### src/rtl/div_unit.sv
// div_unit: multi-cycle radix-2 restoring divider for MIPS DIV/DIVU.
// Quotient goes to the LO write port and remainder to the HI write port,
// both strobed for one cycle. busy covers the whole operation so dependent
// MFHI/MFLO can stall until the write has landed.
// Ports:
//   clk, rst                  clock, synchronous active-high reset
//   start, is_signed          launch request and DIV(1)/DIVU(0) select
//   dividend, divisor         operands, sampled with an accepted start
//   cancel                    flush: abort the operation, suppress the write
//   busy                      high from the cycle after accept through DONE
//   wLoData, wlo              quotient and LO write strobe
//   wHiData, whi              remainder and HI write strobe
//   div_by_zero               qualifies the write: divisor was zero
module div_unit #(
  parameter int unsigned DATA_W = 32
) (
  input  logic              clk,
  input  logic              rst,
  input  logic              start,
  input  logic              is_signed,
  input  logic [DATA_W-1:0] dividend,
  input  logic [DATA_W-1:0] divisor,
  input  logic              cancel,
  output logic              busy,
  output logic [DATA_W-1:0] wLoData,
  output logic              wlo,
  output logic [DATA_W-1:0] wHiData,
  output logic              whi,
  output logic              div_by_zero
);

  localparam int unsigned CNT_W = (DATA_W > 1) ? $clog2(DATA_W) : 1;

  typedef enum logic [1:0] {
    S_IDLE = 2'd0,
    S_CALC = 2'd1,
    S_DONE = 2'd2
  } state_e;

  state_e              state_q, state_d;
  logic [CNT_W-1:0]    cnt_q, cnt_d;
  logic [DATA_W-1:0]   rem_q, rem_d;   // partial remainder
  logic [DATA_W-1:0]   quo_q, quo_d;   // dividend bits shift out, quotient bits shift in
  logic [DATA_W-1:0]   dvs_q, dvs_d;   // divisor magnitude
  logic                neg_q, neg_d;   // negate quotient
  logic                rneg_q, rneg_d; // negate remainder
  logic                dbz_q, dbz_d;
  logic [DATA_W-1:0]   lo_q, lo_d;
  logic [DATA_W-1:0]   hi_q, hi_d;

  // One restoring step: bring in the next dividend bit, trial-subtract.
  logic [DATA_W:0]     rem_sh;
  logic [DATA_W:0]     diff;
  logic [DATA_W-1:0]   q_next;
  logic [DATA_W-1:0]   r_next;
  logic [DATA_W-1:0]   mag_a;
  logic [DATA_W-1:0]   mag_b;
  logic                sgn_a;
  logic                sgn_b;

  always_comb begin
    rem_sh = {rem_q, quo_q[DATA_W-1]};
    diff   = rem_sh - {1'b0, dvs_q};
    // diff[DATA_W] is the borrow: set means the trial subtraction failed
    q_next = {quo_q[DATA_W-2:0], ~diff[DATA_W]};
    r_next = diff[DATA_W] ? rem_sh[DATA_W-1:0] : diff[DATA_W-1:0];
  end

  // Operand magnitudes; INT_MIN maps to 2^(DATA_W-1) which fits unsigned.
  always_comb begin
    sgn_a = is_signed & dividend[DATA_W-1];
    sgn_b = is_signed & divisor[DATA_W-1];
    mag_a = sgn_a ? -dividend : dividend;
    mag_b = sgn_b ? -divisor  : divisor;
  end

  // Next-state and datapath.
  always_comb begin
    state_d = state_q;
    cnt_d   = cnt_q;
    rem_d   = rem_q;
    quo_d   = quo_q;
    dvs_d   = dvs_q;
    neg_d   = neg_q;
    rneg_d  = rneg_q;
    dbz_d   = dbz_q;
    lo_d    = lo_q;
    hi_d    = hi_q;

    unique case (state_q)
      S_IDLE: begin
        if (start && !cancel) begin
          cnt_d  = '0;
          rem_d  = '0;
          quo_d  = mag_a;
          dvs_d  = mag_b;
          neg_d  = sgn_a ^ sgn_b;
          rneg_d = sgn_a;
          dbz_d  = (divisor == '0);
          if (divisor == '0) begin
            lo_d    = '1;
            hi_d    = dividend;
            state_d = S_DONE;
          end else begin
            state_d = S_CALC;
          end
        end
      end
      S_CALC: begin
        if (cancel) begin
          state_d = S_IDLE;
        end else begin
          rem_d = r_next;
          quo_d = q_next;
          cnt_d = cnt_q + CNT_W'(1);
          if (cnt_q == CNT_W'(DATA_W - 1)) begin
            lo_d    = neg_q  ? -q_next : q_next;
            hi_d    = rneg_q ? -r_next : r_next;
            state_d = S_DONE;
          end
        end
      end
      S_DONE: begin
        state_d = S_IDLE;
      end
      default: begin
        state_d = S_IDLE;
      end
    endcase
  end

  // State register.
  always_ff @(posedge clk) begin
    if (rst) begin
      state_q <= S_IDLE;
      cnt_q   <= '0;
      rem_q   <= '0;
      quo_q   <= '0;
      dvs_q   <= '0;
      neg_q   <= 1'b0;
      rneg_q  <= 1'b0;
      dbz_q   <= 1'b0;
      lo_q    <= '0;
      hi_q    <= '0;
    end else begin
      state_q <= state_d;
      cnt_q   <= cnt_d;
      rem_q   <= rem_d;
      quo_q   <= quo_d;
      dvs_q   <= dvs_d;
      neg_q   <= neg_d;
      rneg_q  <= rneg_d;
      dbz_q   <= dbz_d;
      lo_q    <= lo_d;
      hi_q    <= hi_d;
    end
  end

  // Strobes decode from state; cancel in DONE kills the write combinationally.
  assign busy        = (state_q != S_IDLE);
  assign wlo         = (state_q == S_DONE) && !cancel;
  assign whi         = wlo;
  assign div_by_zero = wlo && dbz_q;
  assign wLoData     = lo_q;
  assign wHiData     = hi_q;

endmodule

### config.mk
export PLATFORM = sky130hd
export DESIGN_NAME = div_unit
export DESIGN_NICKNAME = d
export VERILOG_FILES = /design/src/rtl/div_unit.sv
export SDC_FILE = /design/constraint.sdc
export NUM_CORES = 1
export LEC_CHECK = 0
export ABC_AREA = 1
export CORE_MARGIN = 10
export CORE_UTILIZATION = 45
export DETAILED_ROUTE_END_ITERATION = 12
export MAX_ROUTING_LAYER = met4
export PLACE_DENSITY = 0.68
export SYNTH_ARGS = -nofsm -noshare
export SYNTH_HDL_FRONTEND = slang
export SYNTH_SLANG_ARGS = --single-unit
### constraint.sdc
create_clock -name clk -period 3.7 [get_ports clk]
set_clock_uncertainty 0.1 [all_clocks]
set_input_delay 0.74 -clock clk [delete_from_list [all_inputs] [get_ports clk]]
set_output_delay 0.74 -clock clk [all_outputs]
set_load 0.05 [all_outputs]
* Yosys cells after proc, flatten, opt, wreduce, memory -nomap -nowiden
Index checks and enable logic that the tools add are counted.
** Operators by class
- Add/subtract/negate cells :: 6
- Equality and inequality tests :: 8
- Mux-type cells :: 29
- Bitwise logic cells :: 4
- Reduce and logical (&&, ||, !) cells :: 12
** Operators with widths (number)
- two-way mux 32 bit :: 17
- case mux 32 bit (2 select lines) :: 4
- negation 32 bit :: 4
- subtractor 33 x 32 -> 33 bit :: 1
- zero test 32 bit :: 1
- two-way mux 5 bit :: 2
- case mux 5 bit (2 select lines) :: 1
- two-way mux 2 bit :: 4
- inequality test 2 bit, second input constant :: 4
- adder 5 x 1 -> 5 bit, second input constant :: 1
- == test 5 bit, second input constant :: 1
- AND reduction 5 bit :: 1
- case mux 2 bit (2 select lines) :: 1
- AND reduction 2 bit :: 2
- nonzero test 2 bit :: 2
- logical AND 1 bit :: 3
- inequality test 3 bit, second input constant :: 1
- AND reduction 3 bit :: 1
- AND 1 bit :: 2
- == test 2 x 1 -> 1 bit, second input constant :: 1
- == test 2 bit, second input constant :: 1
- zero test 2 bit :: 1
- zero test 1 bit :: 1
- inverter 1 bit :: 1
- bitwise XOR 1 bit :: 1
** Storage, ports and cells
- Register bits after elaboration :: 170
- Output and inout bits :: 68

* Logic depth before layout (Yosys ltp)
- Depth after elaboration :: 7
- Gate-level depth with buffers :: 30
- Depth with buffers taken out :: 28

* Least setup slack after synthesis
OpenSTA, ideal clock, no wires.
- Path type :: register to register
- Start :: register quo_q[31]
- End :: register lo_q[30] (netlist: wLoData[30])
- Data arrival time :: 3697 ps
- Required time :: 3472 ps
- Path slack :: -225 ps
- Stages on the path, launching flop included :: 30
- Buffers on the path :: 2
- Clock period less this slack :: 3925 ps
- Path through :: dfxtp_1 -> inv_1 -> ha_1 -> inv_1 -> fa_1 -> nand2_1 -> nand2_1 -> nand3_1 -> nand2_1 -> nand2_1 -> nand2_1 -> nand2_2 -> nand3_2 -> nand2_4 -> buf_6 -> buf_6 -> ha_1 -> nand3_1 -> nor3_1 -> nand4_1 -> nor2_1 -> nand2_1 -> nor3_1 -> nand2_1 -> inv_1 -> nor2_1 -> nor3_1 -> nand2_1 -> xor2_1 -> a21oi_1
** On the way
- Cells in the longest elaborated chain, start to end :: 7
** Ends and longest elaborated chain
- start: declaration :: RTL line 43 : logic [DATA_W-1:0] quo_q, quo_d;
- start signal: assignment :: RTL line 149 : quo_q <= quo_d;
- subtractor 33 x 32 -> 33 bit :: RTL line 63 : diff = rem_sh - {1'b0, dvs_q};
- inverter 1 bit :: RTL line 65 : q_next = {quo_q[DATA_W-2:0], ~diff[DATA_W]};
- negation 32 bit :: RTL line 117 : lo_d = neg_q ? -q_next : q_next;
- two-way mux 32 bit :: RTL line 117
- two-way mux 32 bit :: RTL line 116 : if (cnt_q == CNT_W'(DATA_W - 1)) begin
- two-way mux 32 bit :: RTL line 110 : if (cancel) begin
- case mux 32 bit (2 select lines) :: RTL line 90 : unique case (state_q)
- end signal: assignment :: RTL line 154 : lo_q <= lo_d;
- end: declaration :: RTL line 48 : logic [DATA_W-1:0] lo_q, lo_d;
No other way between the ends. The select of a mux whose other input is x is not followed.
A chain may end at the register's enable or synchronous reset.

* Worst setup path after layout
- Start :: register dvs_q[18]
- End :: register lo_q[26] (netlist: wLoData[26])
** On the way
- Cells in the longest elaborated chain, start to end :: 7
** Ends and longest elaborated chain
- start: declaration :: RTL line 44 : logic [DATA_W-1:0] dvs_q, dvs_d;
- start signal: assignment :: RTL line 150 : dvs_q <= dvs_d;
- subtractor 33 x 32 -> 33 bit :: RTL line 63
- inverter 1 bit :: RTL line 65
- negation 32 bit :: RTL line 117
- two-way mux 32 bit :: RTL line 117
- two-way mux 32 bit :: RTL line 116
- two-way mux 32 bit :: RTL line 110
- case mux 32 bit (2 select lines) :: RTL line 90
No other way between the ends. The select of a mux whose other input is x is not followed.

==> out/summary.md <==
The flow ran to the end, and the final reports show no timing, DRC or antenna violations. The clock latency of the later-clocked register in the worst-skew pair was 0.45 ns; the detailed-placement wirelength estimate was 38400 microns. The share of the synthesized area in the top cell type was 0.263; the number of vias per cell was 5.32. The total overflow left after global routing is 0.

The logs give 0.342 mV for the worst voltage drop across the vdd grid and 0 for the number of nets with antenna violations after detailed routing. Start-to-end type of the worst setup path: reg -> reg. Summed over all layers, the routed wires come to 49400 microns. Normalized max-slew margin: 0.307. Summing over every cut layer, the via total after detailed routing is 15.1k. TritonCTS created 17 clock buffers. The logs give 137 for the number of primary I/O pins and 3.94 ns for the data required time of the worst path. The gate count after technology mapping is 2195, and the total number of placement rows is 62.

The core region is 28500 sq um. In this run, placement finished with an instance count of 2790. The area of the die was 36000 sq um; the clock period minus worst slack was 3.61 ns. The via count of the first global-routing pass is 14.0k. First-pass GRT wire length: 75700 microns. The worst setup path is captured at a flop.

0 antenna diodes ended up in the layout. At the end of routability-driven placement, the weighted congestion stood at 1.01. The cell sitting at the root of the clock tree is a sky130_fd_sc_hd__clkbuf_16. For this block, the initial DRC count from the detailed router was 1081. From synthesis to final layout, the design area changed by 31.1%. Worst-case hold slack: 0.363 ns.

CTS built an H-tree with a depth of 4. For the pin with the worst max-slew slack, the measured transition is 1.04 ns. The tools report the max-slew violation total from the final report as 0. The cell accounting for the most synthesized area was sky130_fd_sc_hd__dfxtp_1. For this design the ratio of total power to cell area is 362 nW/um^2. TritonCTS built the clock tree. For the synthesized cell area, the log shows 12900 sq um. The share of cells above drive strength 1 is 0.148.

Yosys attributes the largest share of cell area to sky130_fd_sc_hd__dfxtp_1 26%, sky130_fd_sc_hd__nand2_1 18%, sky130_fd_sc_hd__inv_1 8.5%. Measured along the x axis, the die boundary spans 190 microns. For the worst setup path, the data arrival time is 3.86 ns. After detailed routing, the average wire length per cell comes to 17.4 microns.

The die outline height works out to 190 microns. The final net count was 2551; the total of endpoints with negative setup slack in the final report was 0. The finished layout holds 2840 standard cells, fillers aside. The number of hold buffers added after CTS was 0. Clock-pin slew was measured on the worst setup and hold paths at 0.08 ns.

The analysis attributes to cell leakage a power of 0.00809 uW. The number of antenna violations at the first check in global routing is 0. The worst setup path is launched from a flop. The largest buffer count on any clock path came out at 2. The maximum fanout count along the critical path works out to 3. For this design, the sink count on the clock tree is 170. The tools report the total iterations of the first detailed-routing run as 6. In this run the worst hold path is classified as reg -> reg. For the final routed database, the setup TNS stands at 0 ns.

In the routed design, unresolved DRC markers number 0. The fraction of registers with async set or reset after synthesis was 0; the sequential share of the synthesized area was 0.263. The number of nets in the synthesized netlist is 2303. Total power for the finished layout comes to 6150 uW.

The final hold violation count was 0. The dominant synthesized flop cell is sky130_fd_sc_hd__dfxtp_1. The timing-limited maximum frequency is 277 MHz, and the number of synthesized flops with an enable pin is 0. The period utilization is 0.977, and the distinct cell type count of the synthesized netlist is 53. The synthesized design contains 170 register bits. Buffers placed on the I/O ports in this run total 136. The logs give 0.270 for the global-route total usage across every layer and 0.454 for the starting density of the core.

A synthesized cell averages 5.90 sq um. The tools report the pin count of the biggest net entering global routing as 96. In the layout the commonest cells are 598 x sky130_fd_sc_hd__nand2_1, 286 x sky130_fd_sc_hd__inv_1, 208 x sky130_fd_sc_hd__nor2_1. For this run, the number of Yosys warnings is 0. For the max-capacitance violation count, the log shows 0. Setup repair after global routing could not meet its margin everywhere. The library cell used most frequently in the layout, excluding fill and tap cells, is sky130_fd_sc_hd__nand2_1.
where the power goes:
part           total, uW  internal [uW]  switching, uW
Clock               1890            977            913
Combinational       2240            846           1400
Sequential          2020           1930           91.3
registers in the layout, summed over array words and instances (netlist names):
name and cells:
dvs_q 32, quo_q 32, rem_q 32, wHiData 32, wLoData 32, cnt_q 5
state_q 2, dbz_q 1, neg_q 1, rneg_q 1
worst max-delay path, cell delays in order, from the launching register on:
cell	delay (ns)
sky130_fd_sc_hd__dfxtp_1	0.31
sky130_fd_sc_hd__inv_1	0.05
sky130_fd_sc_hd__ha_1	0.30
sky130_fd_sc_hd__nand2_2	0.08
sky130_fd_sc_hd__buf_4	0.10
sky130_fd_sc_hd__inv_2	0.03
sky130_fd_sc_hd__nand2_1	0.05
sky130_fd_sc_hd__nand2_1	0.06
sky130_fd_sc_hd__nand2_1	0.08
sky130_fd_sc_hd__nand2_2	0.08
sky130_fd_sc_hd__a21oi_4	0.26
sky130_fd_sc_hd__nand3_4	0.11
sky130_fd_sc_hd__nand2_4	0.10
sky130_fd_sc_hd__ha_4	0.14
sky130_fd_sc_hd__nand3_4	0.10
sky130_fd_sc_hd__nor3_4	0.21
sky130_fd_sc_hd__nand4_1	0.17
sky130_fd_sc_hd__nor2_2	0.17
sky130_fd_sc_hd__nand2_2	0.09
sky130_fd_sc_hd__nor3_4	0.15
sky130_fd_sc_hd__nand2_2	0.07
sky130_fd_sc_hd__inv_2	0.09
sky130_fd_sc_hd__nor2_4	0.05
sky130_fd_sc_hd__nor3_2	0.20
sky130_fd_sc_hd__buf_4	0.14
sky130_fd_sc_hd__xor2_1	0.15
sky130_fd_sc_hd__a21oi_1	0.08
routing by layer:
metal	GRT usage	vias to the layer above	wire length [microns]
met5	-	-	0
met4	0.107	0	1770
met3	0.0428	89	2980
met2	0.431	509	23000
met1	0.336	6932	21700
li1	-	7586	-
logic make-up (layout without fill, tap and decap cells):
group           count (synthesis)  count (layout)  share of synthesized area
fa+ha+maj                      39              39                     0.0383
simple gates                 1113            1113                      0.359
compound gates                415             415                      0.180
xor+xnor                       57              57                     0.0386
flops                         170             170                      0.263
buf+inv                       401             662                      0.122
cell usage after synthesis, types with 7 or more instances:
| master | count |
|---|---|
| sky130_fd_sc_hd__a31oi_1 | 17 |
| sky130_fd_sc_hd__ha_1 | 38 |
| sky130_fd_sc_hd__xnor2_1 | 16 |
| sky130_fd_sc_hd__nand3b_1 | 9 |
| sky130_fd_sc_hd__nor2_2 | 7 |
| sky130_fd_sc_hd__inv_2 | 10 |
| sky130_fd_sc_hd__xor2_1 | 41 |
| sky130_fd_sc_hd__o21ai_0 | 117 |
| sky130_fd_sc_hd__o211ai_1 | 20 |
| sky130_fd_sc_hd__nor2_1 | 225 |
| sky130_fd_sc_hd__nor4_1 | 10 |
| sky130_fd_sc_hd__nor3_1 | 43 |
| sky130_fd_sc_hd__nand2_1 | 626 |
| sky130_fd_sc_hd__o21ai_1 | 16 |
| sky130_fd_sc_hd__clkbuf_1 | 72 |
| sky130_fd_sc_hd__buf_1 | 8 |
| sky130_fd_sc_hd__dfxtp_1 | 170 |
| sky130_fd_sc_hd__a21oi_1 | 186 |
| sky130_fd_sc_hd__nand4_1 | 17 |
| sky130_fd_sc_hd__a211oi_1 | 9 |
| sky130_fd_sc_hd__o221ai_1 | 18 |
| sky130_fd_sc_hd__nand3_1 | 151 |
| sky130_fd_sc_hd__inv_1 | 294 |
what timing repair did:
| item | CTS | global route |
|---|---|---|
| resized for setup | 3 | 100 |
| pin swaps | 2 | 35 |
| endpoints found under the setup margin | 10 | 39 |
| buffers inserted | 1 | 18 |
worst paths after layout:
kind | from | end | slack, ns | cells past startpoint
worst max-delay path | dvs_q[18] | wLoData[26] | 0.09 | 26
worst max register to register | dvs_q[18] | wLoData[26] | 0.09 | 26
worst min-delay path | wHiData[30] | wHiData[30] | 0.36 | 2
worst min register to register | wHiData[30] | wHiData[30] | 0.36 | 2
cell type report:
| type | count | area (sq um) |
|---|---|---|
| Clock buffer | 18 | 439 |
| Clock inverter | 14 | 156 |
| Fill cell | 2875 | 11600 |
| Inverter | 308 | 1160 |
| Multi-Input combinational cell | 1624 | 8460 |
| Sequential cell | 170 | 3410 |
| Tap cell | 384 | 480 |
| Timing Repair Buffer | 322 | 2870 |
through the flow:
stage               cell area, sq um   util  setup slack (ns)
floorplan                      13000      -          -0.00223
global placement               15800  0.553            -0.337
global route                   17000  0.595            -0.173
detailed placement             15800  0.553            -0.419
CTS                            16400  0.575            0.0172
finish                         17000  0.595            0.0868
Power figures use the tool's default switching activity.
